### src/rtl/snake_game_ctrl_if.sv
// ============================================================================
// Module   : snake_game_ctrl_if
// Purpose  : Control/status bundle between the snake game sequencer and the
//            button logic / snake datapath.
// Revision : 1.0  initial release
// ============================================================================
`default_nettype none

interface snake_game_ctrl_if #(
  parameter int NUM_LEN  = 10,
  parameter int LEN_BITS = 4
);
  logic                start;
  logic [3:0]          dir_req;
  logic [NUM_LEN-1:0]  head_pos;
  logic                should_stop;
  logic                step;
  logic [1:0]          di;
  logic [LEN_BITS-1:0] len;
  logic [NUM_LEN-1:0]  food_pos;
  logic [7:0]          score;
  logic                restart;
  logic [2:0]          state;
  logic                game_over;

  // master = the game sequencer, slave = the surrounding game logic
  modport master (
    input  start, dir_req, head_pos, should_stop,
    output step, di, len, food_pos, score, restart, state, game_over
  );

  modport slave (
    output start, dir_req, head_pos, should_stop,
    input  step, di, len, food_pos, score, restart, state, game_over
  );
endinterface

`default_nettype wire

### src/rtl/snake_game_ctrl.sv
// ============================================================================
// Module   : snake_game_ctrl
// Purpose  : Snake game sequencer: move strobe, direction commit, collision /
//            food judgement, length, score and food placement.
// Revision : 1.0  initial release
// ============================================================================
`default_nettype none

module snake_game_ctrl #(
  parameter int MAX_LEN  = 16,
  parameter int NUM_LEN  = 10,
  parameter int WIDTH    = 32,
  parameter int HEIGHT   = 24,
  parameter int LEN_BITS = 4,
  parameter int INIT_LEN = 3,
  parameter int TICK_DIV = 1000000
) (
  input wire logic          clk,
  input wire logic          rst,
  snake_game_ctrl_if.master ctrl
);

  localparam int c_CNT_W     = (TICK_DIV > 2) ? $clog2(TICK_DIV) : 1;
  localparam int c_LEN_TOP   = (2**LEN_BITS) - 1;
  // never report more segments than the body vector can hold
  localparam int c_LEN_SAT_I = (c_LEN_TOP < MAX_LEN) ? c_LEN_TOP : MAX_LEN;

  localparam logic [LEN_BITS-1:0] c_LEN_SAT   = LEN_BITS'(c_LEN_SAT_I);
  localparam logic [LEN_BITS-1:0] c_INIT_LEN  = LEN_BITS'(INIT_LEN);
  localparam logic [NUM_LEN-1:0]  c_CELLS     = NUM_LEN'(WIDTH * HEIGHT);
  localparam logic [NUM_LEN-1:0]  c_FOOD_INIT = NUM_LEN'(100);
  localparam logic [c_CNT_W-1:0]  c_CNT_LAST  = c_CNT_W'(TICK_DIV - 1);
  localparam logic [9:0]          c_LFSR_SEED = 10'h2A5;
  localparam logic [1:0]          c_DIR_RIGHT = 2'b01;
  localparam logic [7:0]          c_SCORE_MAX = 8'hFF;

  typedef enum logic [2:0] {
    ST_IDLE  = 3'd0,
    ST_RUN   = 3'd1,
    ST_CHECK = 3'd2,
    ST_FOOD  = 3'd3,
    ST_OVER  = 3'd4
  } state_t;

  state_t              r_state;
  state_t              w_state_next;
  logic [c_CNT_W-1:0]  r_cnt;
  logic                r_phase;
  logic [1:0]          r_di;
  logic [1:0]          r_pend;
  logic [LEN_BITS-1:0] r_len;
  logic [7:0]          r_score;
  logic [NUM_LEN-1:0]  r_food;
  logic [9:0]          r_lfsr;
  logic                r_step;
  logic                r_restart;

  logic [1:0]          w_req_dir;
  logic                w_req_valid;
  logic                w_req_rev;
  logic                w_req_ok;
  logic                w_tick;
  logic                w_judge;
  logic                w_eat;
  logic [NUM_LEN-1:0]  w_cand;
  logic                w_place;
  logic                w_relaunch;

  always_comb begin
    w_req_dir = 2'b00;
    case (ctrl.dir_req)
      4'b0010: w_req_dir = 2'b01;
      4'b0100: w_req_dir = 2'b10;
      4'b1000: w_req_dir = 2'b11;
      default: w_req_dir = 2'b00;
    endcase
  end

  // a reversal keeps the axis bit and flips the sense bit
  assign w_req_valid = $onehot(ctrl.dir_req);
  assign w_req_rev   = (w_req_dir[1] == r_di[1]) && (w_req_dir[0] != r_di[0]);
  assign w_req_ok    = w_req_valid && !w_req_rev && (r_state == ST_RUN);

  assign w_tick     = (r_state == ST_RUN) && (r_cnt == c_CNT_LAST);
  assign w_judge    = (r_state == ST_CHECK) && r_phase;
  assign w_eat      = w_judge && !ctrl.should_stop && (ctrl.head_pos == r_food);
  assign w_cand     = NUM_LEN'(r_lfsr);
  assign w_place    = (r_state == ST_FOOD) && (w_cand < c_CELLS) && (w_cand != ctrl.head_pos);
  assign w_relaunch = (r_state == ST_OVER) && ctrl.start;

  always_comb begin
    w_state_next = r_state;
    case (r_state)
      ST_IDLE:  if (ctrl.start) w_state_next = ST_RUN;
      ST_RUN:   if (w_tick) w_state_next = ST_CHECK;
      ST_CHECK: begin
        if (w_judge) begin
          if (ctrl.should_stop) w_state_next = ST_OVER;
          else if (w_eat)       w_state_next = ST_FOOD;
          else                  w_state_next = ST_RUN;
        end
      end
      ST_FOOD:  if (w_place) w_state_next = ST_RUN;
      ST_OVER:  if (ctrl.start) w_state_next = ST_RUN;
      default:  w_state_next = ST_IDLE;
    endcase
  end

  always_ff @(posedge clk or posedge rst) begin
    if (rst) begin
      r_state   <= ST_IDLE;
      r_cnt     <= '0;
      r_phase   <= 1'b0;
      r_di      <= c_DIR_RIGHT;
      r_pend    <= c_DIR_RIGHT;
      r_len     <= c_INIT_LEN;
      r_score   <= '0;
      r_food    <= c_FOOD_INIT;
      r_lfsr    <= c_LFSR_SEED;
      r_step    <= 1'b0;
      r_restart <= 1'b0;
    end else begin
      r_state   <= w_state_next;
      r_lfsr    <= {r_lfsr[8:0], r_lfsr[9] ^ r_lfsr[6]};
      r_step    <= w_tick;
      r_restart <= w_relaunch;
      r_phase   <= (r_state == ST_CHECK) ? ~r_phase : 1'b0;

      if (r_state == ST_RUN)
        r_cnt <= w_tick ? '0 : r_cnt + 1'b1;
      else if (ctrl.start && (r_state == ST_IDLE || r_state == ST_OVER))
        r_cnt <= '0;

      if (w_req_ok)
        r_pend <= w_req_dir;
      // a request landing on the tick cycle wins over the older pending one
      if (w_tick)
        r_di <= w_req_ok ? w_req_dir : r_pend;

      if (w_eat) begin
        if (r_len < c_LEN_SAT)     r_len   <= r_len + 1'b1;
        if (r_score != c_SCORE_MAX) r_score <= r_score + 1'b1;
      end

      if (w_place)
        r_food <= w_cand;

      if (w_relaunch) begin
        r_len   <= c_INIT_LEN;
        r_score <= '0;
        r_di    <= c_DIR_RIGHT;
        r_pend  <= c_DIR_RIGHT;
      end
    end
  end

  assign ctrl.step      = r_step;
  assign ctrl.di        = r_di;
  assign ctrl.len       = r_len;
  assign ctrl.food_pos  = r_food;
  assign ctrl.score     = r_score;
  assign ctrl.restart   = r_restart;
  assign ctrl.state     = r_state;
  assign ctrl.game_over = (r_state == ST_OVER);

endmodule

`default_nettype wire
### src/flat_wrapper.sv
// flat-port wrapper written by rule: the top's interface ports become plain ports
module snake_game_ctrl_flat 
#(
  parameter int MAX_LEN  = 16,
  parameter int NUM_LEN  = 10,
  parameter int WIDTH    = 32,
  parameter int HEIGHT   = 24,
  parameter int LEN_BITS = 4,
  parameter int INIT_LEN = 3,
  parameter int TICK_DIV = 1000000
)
  (clk, rst, ctrl_start, ctrl_dir_req, ctrl_head_pos, ctrl_should_stop, ctrl_step, ctrl_di, ctrl_len, ctrl_food_pos, ctrl_score, ctrl_restart, ctrl_state, ctrl_game_over);
  snake_game_ctrl_if #(.NUM_LEN(NUM_LEN), .LEN_BITS(LEN_BITS)) ctrl_i ();
  input wire logic clk;
  input wire logic rst;
  input wire logic [$bits(ctrl_i.start)-1:0] ctrl_start;
  input wire logic [$bits(ctrl_i.dir_req)-1:0] ctrl_dir_req;
  input wire logic [$bits(ctrl_i.head_pos)-1:0] ctrl_head_pos;
  input wire logic [$bits(ctrl_i.should_stop)-1:0] ctrl_should_stop;
  output wire logic [$bits(ctrl_i.step)-1:0] ctrl_step;
  output wire logic [$bits(ctrl_i.di)-1:0] ctrl_di;
  output wire logic [$bits(ctrl_i.len)-1:0] ctrl_len;
  output wire logic [$bits(ctrl_i.food_pos)-1:0] ctrl_food_pos;
  output wire logic [$bits(ctrl_i.score)-1:0] ctrl_score;
  output wire logic [$bits(ctrl_i.restart)-1:0] ctrl_restart;
  output wire logic [$bits(ctrl_i.state)-1:0] ctrl_state;
  output wire logic [$bits(ctrl_i.game_over)-1:0] ctrl_game_over;
  assign ctrl_i.start = ctrl_start;
  assign ctrl_i.dir_req = ctrl_dir_req;
  assign ctrl_i.head_pos = ctrl_head_pos;
  assign ctrl_i.should_stop = ctrl_should_stop;
  assign ctrl_step = ctrl_i.step;
  assign ctrl_di = ctrl_i.di;
  assign ctrl_len = ctrl_i.len;
  assign ctrl_food_pos = ctrl_i.food_pos;
  assign ctrl_score = ctrl_i.score;
  assign ctrl_restart = ctrl_i.restart;
  assign ctrl_state = ctrl_i.state;
  assign ctrl_game_over = ctrl_i.game_over;
  snake_game_ctrl #(.MAX_LEN(MAX_LEN), .NUM_LEN(NUM_LEN), .WIDTH(WIDTH), .HEIGHT(HEIGHT), .LEN_BITS(LEN_BITS), .INIT_LEN(INIT_LEN), .TICK_DIV(TICK_DIV)) u_core (.clk(clk), .rst(rst), .ctrl(ctrl_i));
endmodule
### config.mk
export PLATFORM = sky130hd
export DESIGN_NAME = snake_game_ctrl_flat
export DESIGN_NICKNAME = d
export VERILOG_FILES = /design/src/rtl/snake_game_ctrl_if.sv /design/src/rtl/snake_game_ctrl.sv /design/src/flat_wrapper.sv
export SDC_FILE = /design/constraint.sdc
export NUM_CORES = 1
export LEC_CHECK = 0
export ABC_AREA = 0
export CAP_MARGIN = 10
export CORE_MARGIN = 2
export CORE_UTILIZATION = 45
export DETAILED_ROUTE_END_ITERATION = 10
export PLACE_DENSITY = 0.68
export SETUP_SLACK_MARGIN = 0.5
export SLEW_MARGIN = 20
export SYNTH_ARGS = -nofsm -noshare
export SYNTH_HDL_FRONTEND = slang
export SYNTH_SLANG_ARGS = --single-unit
### constraint.sdc
create_clock -name clk -period 4.5 [get_ports clk]
set_input_delay 0.9 -clock clk [delete_from_list [all_inputs] [get_ports clk]]
set_output_delay 0.9 -clock clk [all_outputs]
set_load 0.005 [all_outputs]
==> run_results.csv, run 1 <==
group,metric,value,unit
outcome,status,"finished clean",
die,row_count,31,
sta,slew_headroom,41.0,%
die,pin_count,48,
setup_path,cp_num_buf_inv,2,
clocking,clock-sinks,62,
logic_synthesis,yosysSeqAreaShare,46.1,%
placed_design,dp_slack,0.833,ns
sta,hold_viol_final,0,
setup_path,arrival,3.57,ns
sta,fmaxAchievable,301,MHz
routing,drt_wl_total,7330,um
setup_path,max_stage_delay,0.51,ns
sta,period_share,73.7,%
setup_path,crit_type,"input port to register",
final_layout,multi_input_area,1710,um^2
setup_path,worst-path-stages,9,
final_layout,area_delta_synth_final,21.9,%
routing,wire_per_inst,14.8,um
logic_synthesis,netlist_area,3400,um^2
setup_path,worstRegToRegCells,5,
logic_synthesis,synthFlopType,"dfrtp_1",
setup_path,slowest_stage,"clkdlybuf4s50_1",
final_layout,fillers,669,
final_layout,nets,420,
global_route,grt_max_degree,34,
clocking,clk_pin_slew,0.08,ns
setup_path,worst_ep_required_time,4.76,ns
final_layout,diodes,0,
setup_path,cp-startpoint,"ctrl_dir_req[2]",
clocking,cts.path.max_buffers,2,
clocking,postCtsHoldBufs,0,
logic_synthesis,ys_ff_latch,62,
global_route,antenna_found_initial,0,
routing,ant_nets,0,
setup_path,r2r-end,"u_core.ctrl.score[7]$_DFFE_PP0P_",
sta,finalSetupViolations,0,
setup_path,path_cells,"clkdlybuf4s50_1 -> inv_1 -> ha_1 -> ha_1 -> fa_1 -> nor3b_1 -> o2111ai_1 -> a221o_1 -> a21oi_1",
global_route,overflow,0,
die,die_y,90.9,um
routing,drc_errors,0,
global_route,grt_pass1_vias,2668,
power_and_ir_drop,power.density,269,nW/um^2
setup_path,crit_end,"u_core.ctrl.di[1]$_DFFE_PP0P_",
clocking,cts_tree,"done",
final_layout,drive_above_1_share,12.9,%
sta,slew_viol_final,0,
placed_design,hpwl,5270,um
sta,setup-tns-final,0,ns
routing,drtPass1Iterations,4,
sta,fin_ws,1.18,ns
job,drv_cap,0,
logic_synthesis,synth_enable_flop_cells,0,
placed_design,place_congestion,0.808,
setup_path,critPathMaxFanout,5,
logic_synthesis,synth_cell_types,58,
clocking,cts_root_buf,"clkbuf_8",
routing,drtIter0Drc,147,
sta,rsz0062_at_grt,"false",
clocking,cts_inserted_buffers,9,
final_layout,seq_area,1570,um^2
clocking,clock_latency,0.34,ns
logic_synthesis,syn_avg_cell_area,9.94,um^2
die,core_area,7290,um^2
logic_synthesis,syn-num-nets,372,
clocking,h-tree-depth,3,
logic_synthesis,synth_cells,342,
setup_path,r2r_slack,2.23,ns
power_and_ir_drop,p_leak,1.80,nW
routing,via_count,2795,
placed_design,numPortBuffers,47,
setup_path,crit_path_frequent_cell,"ha_1",
setup_path,cp-start-kind,"input port",
logic_synthesis,async_flop_share,100,%
die,start_util,46.6,%
logic_synthesis,ys_warn_count,0,
global_route,grt_first_pass_wirelength,12800,um
clocking,cts-resized-gates,0,
setup_path,reg2reg_from,"u_core.ctrl.food_pos[5]$_DFFE_PP1P_",
die,die_x,90.9,um
hold_path,holdCritPathClass,"register to register",
setup_path,cp_top_family,"adder cells",
setup_path,cp-end-kind,"register",
die,die-area,8260,um^2
power_and_ir_drop,max-vdd-ir-drop,0.136,mV
routing,avgViaCountPerCell,5.66,
sta,fin_skew,0.0105,ns
sta,min_period,3.32,ns
clocking,post_cts_buffers,0,
global_route,track_usage,18.9,%
sta,worstMarginPinSlew,0.884,ns
[cell type report]
| cell class | instances | share of cell area (%) |
|---|---|---|
| timing repair buffer | 48 | 11.5 |
| clock inverter | 7 | 1.78 |
| tap | 99 | 2.99 |
| sequential | 62 | 37.8 |
| multi-input combinational | 252 | 41.4 |
| inverter | 17 | 1.54 |
| clock buffer | 9 | 2.99 |
[per-layer routing]
metal	share of wire, %	wire length (um)	track usage (%)
met2	47	3410	29.4
met1	48	3490	26.5
met5	0	0	0
met4	1.4	100	7.70
met3	4.4	322	3.09
[placed cells by master, fill, tap and decap left out, types with 10 or more instances in the layout]
| cell type | count |
|---|---|
| nor3_1 | 11 |
| dfstp_2 | 12 |
| inv_1 | 16 |
| xnor2_1 | 10 |
| clkdlybuf4s50_1 | 47 |
| xor2_1 | 13 |
| nand3_1 | 21 |
| a21oi_1 | 21 |
| ha_1 | 11 |
| a31oi_1 | 16 |
| o21ai_0 | 15 |
| dfrtp_1 | 50 |
| nand2_1 | 28 |
[sequential cells by signal, indices dropped and copies added, names as in the netlist]
name                  cells
u_core.r_cnt             20
u_core.ctrl.food_pos     10
u_core.r_lfsr            10
u_core.ctrl.score         8
u_core.ctrl.len           4
u_core.ctrl.state         3
u_core.ctrl.di            2
u_core.r_pend             2
u_core.ctrl.restart       1
u_core.ctrl.step          1
u_core.r_phase            1
[logic make-up (layout without fill, tap and decap cells)]
family,count (synthesis),after routing,synth area share [%]
adder cells (fa/ha/maj),12,12,4.64
AO/OA/AOI/OAI,83,83,15.6
XOR/XNOR,23,23,5.93
buffers and inverters,28,81,3.46
multiplexers,8,8,2.65
AND/OR/NAND/NOR,126,126,21.6
flip-flops,62,62,46.1
[how the worst min path moves through the flow]
stage | start | to | cells past startpoint
finish | u_core.r_lfsr[0]$_DFF_PP1_ | u_core.r_lfsr[1]$_DFF_PP0_ | 0
global route | u_core.r_lfsr[7]$_DFF_PP1_ | u_core.r_lfsr[8]$_DFF_PP0_ | 0
CTS | u_core.r_lfsr[7]$_DFF_PP1_ | u_core.r_lfsr[8]$_DFF_PP0_ | 0
detailed placement | u_core.r_lfsr[7]$_DFF_PP1_ | u_core.r_lfsr[8]$_DFF_PP0_ | 0
global placement | u_core.r_lfsr[7]$_DFF_PP1_ | u_core.r_lfsr[8]$_DFF_PP0_ | 0
floorplan | u_core.r_lfsr[3]$_DFF_PP0_ | u_core.r_lfsr[4]$_DFF_PP0_ | 0
[report_power, final]
| part | internal [W] | switching, W |
|---|---|---|
| combinational | 0.0000302 | 0.0000354 |
| sequential | 0.000560 | 0.00000118 |
| clock | 0.000257 | 0.000232 |
[stage by stage]
step / area (um^2) / power (W) / utilization [%] / hold WS [ns] / instances
2_1_floorplan: 3400 / 0.000608 / - / 0.388 / 342
3_3_place_gp: 3950 / 0.000637 / 54.1 / 0.404 / 478
3_5_place_dp: 3950 / 0.000638 / 54.1 / 0.406 / 478
4_1_cts: 4140 / 0.00113 / 56.8 / 0.417 / 494
5_1_grt: 4140 / 0.00116 / 56.8 / 0.418 / 494
6_report: 4140 / 0.00112 / 56.8 / 0.416 / 494
[cell usage after synthesis, drive strengths merged (6+ instances only)]
cell	n	area, um^2
dfrtp	50	1250
nand2	28	105
nand3	22	115
a21oi	21	105
o21ai	18	90.1
inv	17	63.8
a31oi	16	100
xor2	13	114
dfstp	12	315
nor3	12	65.1
ha	11	138
nand4	10	68.8
xnor2	10	87.6
nor2	9	33.8
mux2	8	90.1
buf	7	38.8
or3	7	43.8
and3	6	37.5
nor4	6	62.6
No activity file was read; power rests on OpenSTA's default activity.
==> run 2, diff against run 1 <==
- clock period: 4.5 -> 3.2 ns (I/O delays scaled with it)
==> run_results.csv, run 2 (synthesized netlist as in run 1, its figures left out) <==
group,metric,value,unit
setup_path,cp-start-kind,"input port",
sta,period_share,78.9,%
power_and_ir_drop,p_switching,0.000379,W
placed_design,place_congestion,0.820,
final_layout,largest_reg_flops,20,
sta,fin_ws,0.674,ns
die,pin_count,48,
sta,hold_viol_final,0,
global_route,overflow,0,
placed_design,dp_slack,0.0249,ns
sta,slew_viol_final,0,
power_and_ir_drop,clkPwrFrac,40.4,%
clocking,h-tree-depth,3,
sta,worstMarginPinSlew,0.656,ns
sta,rsz0062_at_grt,"false",
clocking,clock_latency,0.34,ns
routing,drt_wl_total,7530,um
final_layout,diodes,0,
die,die_x,90.9,um
sta,min_period,2.53,ns
setup_path,crit_type,"input port to register",
power_and_ir_drop,power.density,357,nW/um^2
clocking,cts_tree,"done",
setup_path,slowest_stage,"fa_1",
placed_design,numPortBuffers,47,
die,row_count,31,
job,drv_cap,0,
die,start_util,46.6,%
setup_path,reg2reg_from,"u_core.ctrl.food_pos[5]$_DFFE_PP1P_",
setup_path,r2r-end,"u_core.ctrl.score[0]$_DFFE_PP0P_",
final_layout,layout_common_cells,"dfrtp_1, clkdlybuf4s50_1, nand2_1, a21oi_1, nand3_1",
setup_path,critPathMaxFanout,4,
setup_path,cp-end-kind,"register",
setup_path,path_cells,"dlygate4sd2_1 -> inv_1 -> ha_1 -> ha_2 -> fa_1 -> nor3b_2 -> buf_4 -> a31oi_1 -> a41oi_1 -> o21ai_1 -> a21oi_1",
setup_path,cp-startpoint,"ctrl_dir_req[1]",
die,core_area,7290,um^2
clocking,cts.path.max_buffers,2,
routing,drc_errors,0,
power_and_ir_drop,internal_power,0.00112,W
setup_path,crit_end,"u_core.ctrl.di[0]$_DFFE_PP1P_",
final_layout,drive_above_1_share,15.4,%
hold_path,holdPathStages,0,
placed_design,hpwl,5410,um
global_route,grt_first_pass_wirelength,13100,um
power_and_ir_drop,p_comb_share,6.9,%
die,die-area,8260,um^2
setup_path,cp_top_family,"adder cells",
sta,fin_skew,0.00936,ns
power_and_ir_drop,p_leak,1.83,nW
final_layout,final_common_cell,"dfrtp_1",
routing,avgViaCountPerCell,5.62,
setup_path,arrival,2.79,ns
die,die_y,90.9,um
final_layout,nets,427,
setup_path,r2r_slack,1.04,ns
routing,wire_per_inst,15.0,um
routing,drtPass1Iterations,5,
global_route,grt_pass1_vias,2778,
clocking,cts_root_buf,"clkbuf_8",
sta,setup-tns-final,0,ns
routing,ant_nets,0,
routing,via_count,2818,
hold_path,holdCritPathClass,"register to register",
sta,slew_headroom,56.2,%
outcome,status,"finished clean",
global_route,grt_max_degree,34,
global_route,track_usage,19.6,%
power_and_ir_drop,max-vdd-ir-drop,0.211,mV
setup_path,cp_num_buf_inv,3,
clocking,postCtsHoldBufs,0,
setup_path,worst-path-stages,11,
power_and_ir_drop,switching_share,25.3,%
final_layout,area_delta_synth_final,23.4,%
clocking,clock-sinks,62,
sta,fmaxAchievable,396,MHz
sta,finalSetupViolations,0,
global_route,antenna_found_initial,0,
setup_path,worst_ep_required_time,3.47,ns
setup_path,worstRegToRegCells,6,
clocking,clk_pin_slew,0.07,ns
routing,drtIter0Drc,130,
final_layout,largest_register,"u_core.r_cnt",
power_and_ir_drop,pwr-share-seq,52.7,%
clocking,cts_inserted_buffers,9,
setup_path,max_stage_delay,0.47,ns
run 2: through the flow:
stage / instance area, um^2 / util [%] / hold WS (ns) / instances / power, W
detailed placement: 4010 / 55.0 / 0.406 / 485 / 0.000904
finish: 4190 / 57.5 / 0.415 / 501 / 0.00150
global placement: 4010 / 55.0 / 0.404 / 485 / 0.000903
floorplan: 3400 / - / 0.388 / 342 / 0.000855
global route: 4190 / 57.5 / 0.422 / 501 / 0.00156
CTS: 4190 / 57.5 / 0.417 / 501 / 0.00151
run 2: how the worst min path moves through the flow:
stage / start / endpoint / slack [ns]
CTS: u_core.r_lfsr[1]$_DFF_PP0_ / u_core.r_lfsr[2]$_DFF_PP1_ / 0.42
global route: u_core.r_lfsr[7]$_DFF_PP1_ / u_core.r_lfsr[8]$_DFF_PP0_ / 0.42
finish: u_core.r_lfsr[1]$_DFF_PP0_ / u_core.r_lfsr[2]$_DFF_PP1_ / 0.41
detailed placement: u_core.r_lfsr[1]$_DFF_PP0_ / u_core.r_lfsr[2]$_DFF_PP1_ / 0.41
global placement: u_core.r_lfsr[1]$_DFF_PP0_ / u_core.r_lfsr[2]$_DFF_PP1_ / 0.40
floorplan: u_core.r_lfsr[3]$_DFF_PP0_ / u_core.r_lfsr[4]$_DFF_PP0_ / 0.39
run 2: worst reg2reg max path: stages (launching register included):
cell	delay (ns)
dfstp_2	0.55
xor2_1	0.07
nor4_2	0.39
nand4_2	0.31
buf_4	0.26
or3_1	0.34
a21oi_1	0.16
run 2: layout make-up:
type                       count  area, um^2
timing repair buffer          55         538
inverter                      17        63.8
tap                           99         124
sequential                    62        1570
clock buffer                   9         124
multi-input combinational    252        1730
fill                         675        3100
clock inverter                 7        51.3
run 2: routing by layer:
layer	part of all wire [%]	vias to the layer above	routed length [um]	global-route usage (%)
met5	0	-	0	0
met4	1.9	0	144	8.71
met3	3.9	11	291	3.51
met2	47	55	3510	30.3
met1	48	1368	3580	26.9
li1	-	1384	-	-
run 2: timing repair:
item	4_1_cts	5_1_grt
gates resized for setup	9	0
endpoints found under the hold margin	0	0
setup endpoints to repair	4	0
setup buffers	0	0
run 2: power by group through the flow:
stage / Sequential [W] / Combinational [W] / Clock [W]
floorplan: 0.000803 / 0.0000524 / 0
global placement: 0.000803 / 0.0000996 / 0
detailed placement: 0.000803 / 0.000101 / 0
CTS: 0.000789 / 0.000104 / 0.000621
global route: 0.000789 / 0.000117 / 0.000657
finish: 0.000789 / 0.000103 / 0.000605
==> RTL change, RTL diff (settings of run 1) <==
`TICK_DIV` is set to 1000000 in 2 places; all go to 2000000.
--- a/src/rtl/snake_game_ctrl.sv
+++ b/src/rtl/snake_game_ctrl.sv
@@ -15,3 +15,3 @@
   parameter int INIT_LEN = 3,
-  parameter int TICK_DIV = 1000000
+  parameter int TICK_DIV = 2000000
 ) (
--- a/src/flat_wrapper.sv
+++ b/src/flat_wrapper.sv
@@ -9,3 +9,3 @@
   parameter int INIT_LEN = 3,
-  parameter int TICK_DIV = 1000000
+  parameter int TICK_DIV = 2000000
 )
Behaviour: no difference found for any inputs over 10 cycles, from zero or initial values and one cycle with rst high; that may be too few to reach the edited logic, so the function may still have changed.
==> RTL change against run 1 <==
Sequential cell count grew 1. Design area grew 2.1%. Worst setup slack gained 0.076 ns. Synthesized area grew 2.3%. Routed wire length grew 3.7%. Highest routed layer unchanged. Maximum frequency grew 2.3%. Register-to-register slack lost 0.02 ns.
Power is not compared: it rests on default switching activity, and its combinational part moved more than twofold at a synthesized area within 25%.
==> RTL change: results <==
metrics = {
    "outcome": {
        "status": "completed",
    },
    "critical_path": {
        "critical_path_arrival_ns": 3.51,
        "regToRegStartpoint": "u_core.r_cnt[0]$_DFFE_PP0P_",
        "cp_max_fo": 4,
        "r2r-end": "u_core.r_cnt[13]$_DFFE_PP0P_",
        "reg2regPathDepth": 7,
    },
    "synth": {
        "synth.distinct_cells": 53,
        "ys_seq_area_frac": 0.458,
        "synth_area_leaders": "dfrtp_1 (37%), dfstp_2 (9.1%), ha_1 (4.0%)",
        "syn_nets": 377,
        "postSynthCellCount": 347,
        "yosys-top-cells-count": "dfrtp_1 (51), a21oi_1 (22), nand2_1 (22)",
    },
    "grt": {
        "use_met2": 0.289,
        "track_usage": 0.192,
    },
    "min_path": {
        "hold_path_end": "u_core.r_lfsr[3]$_DFF_PP0_",
        "worstHoldStart": "u_core.r_lfsr[2]$_DFF_PP1_",
    },
    "floorplan": {
        "die_x_microns": 91.9,
    },
    "placement": {
        "post-dp-hpwl_microns": 5320,
    },
    "sta": {
        "tightest_slew_ns": 0.893,
        "clock_skew_ns": 0.00839,
    },
    "routing": {
        "routed_wl_microns": 7600,
        "routedWlPerCell_microns": 15.1,
    },
    "final_layout": {
        "largest_register_ffs": 21,
        "nFillCells": 672,
        "layout.nets": 426,
    },
}
RTL change: kinds of logic (layout without fill, tap and decap cells):
family,count (synthesis),after routing,share of synthesized area
mux,13,13,0.0403
compound gates,79,79,0.147
fa+ha+maj,12,12,0.0454
flops,63,63,0.458
buf+inv,28,82,0.0320
simple gates,127,127,0.215
xor+xnor,25,25,0.0630
RTL change: how the worst max path moves through the flow:
stage,end,slack (ns),cells after the start
2_1_floorplan,u_core.ctrl.di[1]$_DFFE_PP0P_,1.64,8
3_3_place_gp,u_core.ctrl.di[1]$_DFFE_PP0P_,0.99,9
3_5_place_dp,u_core.ctrl.di[1]$_DFFE_PP0P_,0.92,9
4_1_cts,u_core.ctrl.di[1]$_DFFE_PP0P_,1.26,9
5_1_grt,u_core.ctrl.di[1]$_DFFE_PP0P_,1.12,9
6_report,u_core.ctrl.di[1]$_DFFE_PP0P_,1.26,9
RTL change: per-stage QoR:
stage                     setup slack, ns  hold slack [ns]  power (mW)   util
after floorplan                      1.64            0.389       0.986      -
after global placement              0.990            0.401        1.08  0.531
after detailed placement            0.917            0.407        1.09  0.531
after CTS                            1.26            0.416        1.58  0.556
after global routing                 1.12            0.422        1.67  0.556
final                                1.26            0.415        1.57  0.556
RTL change: routing by layer:
layer	routed length, microns	up-vias
met1	3610	1384
met4	169	0
met3	327	13
li1	-	1365
met5	0	-
met2	3490	71
RTL change: power by group:
part | switching (mW) | internal, mW
Combinational | 0.200 | 0.145
Clock | 0.220 | 0.269
Sequential | 0.101 | 0.637
RTL change: final cells by class:
cell class / count / area share
clock buffers: 12 / 0.0343
multi-input cells: 256 / 0.419
clock inverters: 4 / 0.0106
well taps: 102 / 0.0302
inverters: 17 / 0.0154
flip-flops and latches: 63 / 0.376
repair buffers: 49 / 0.115
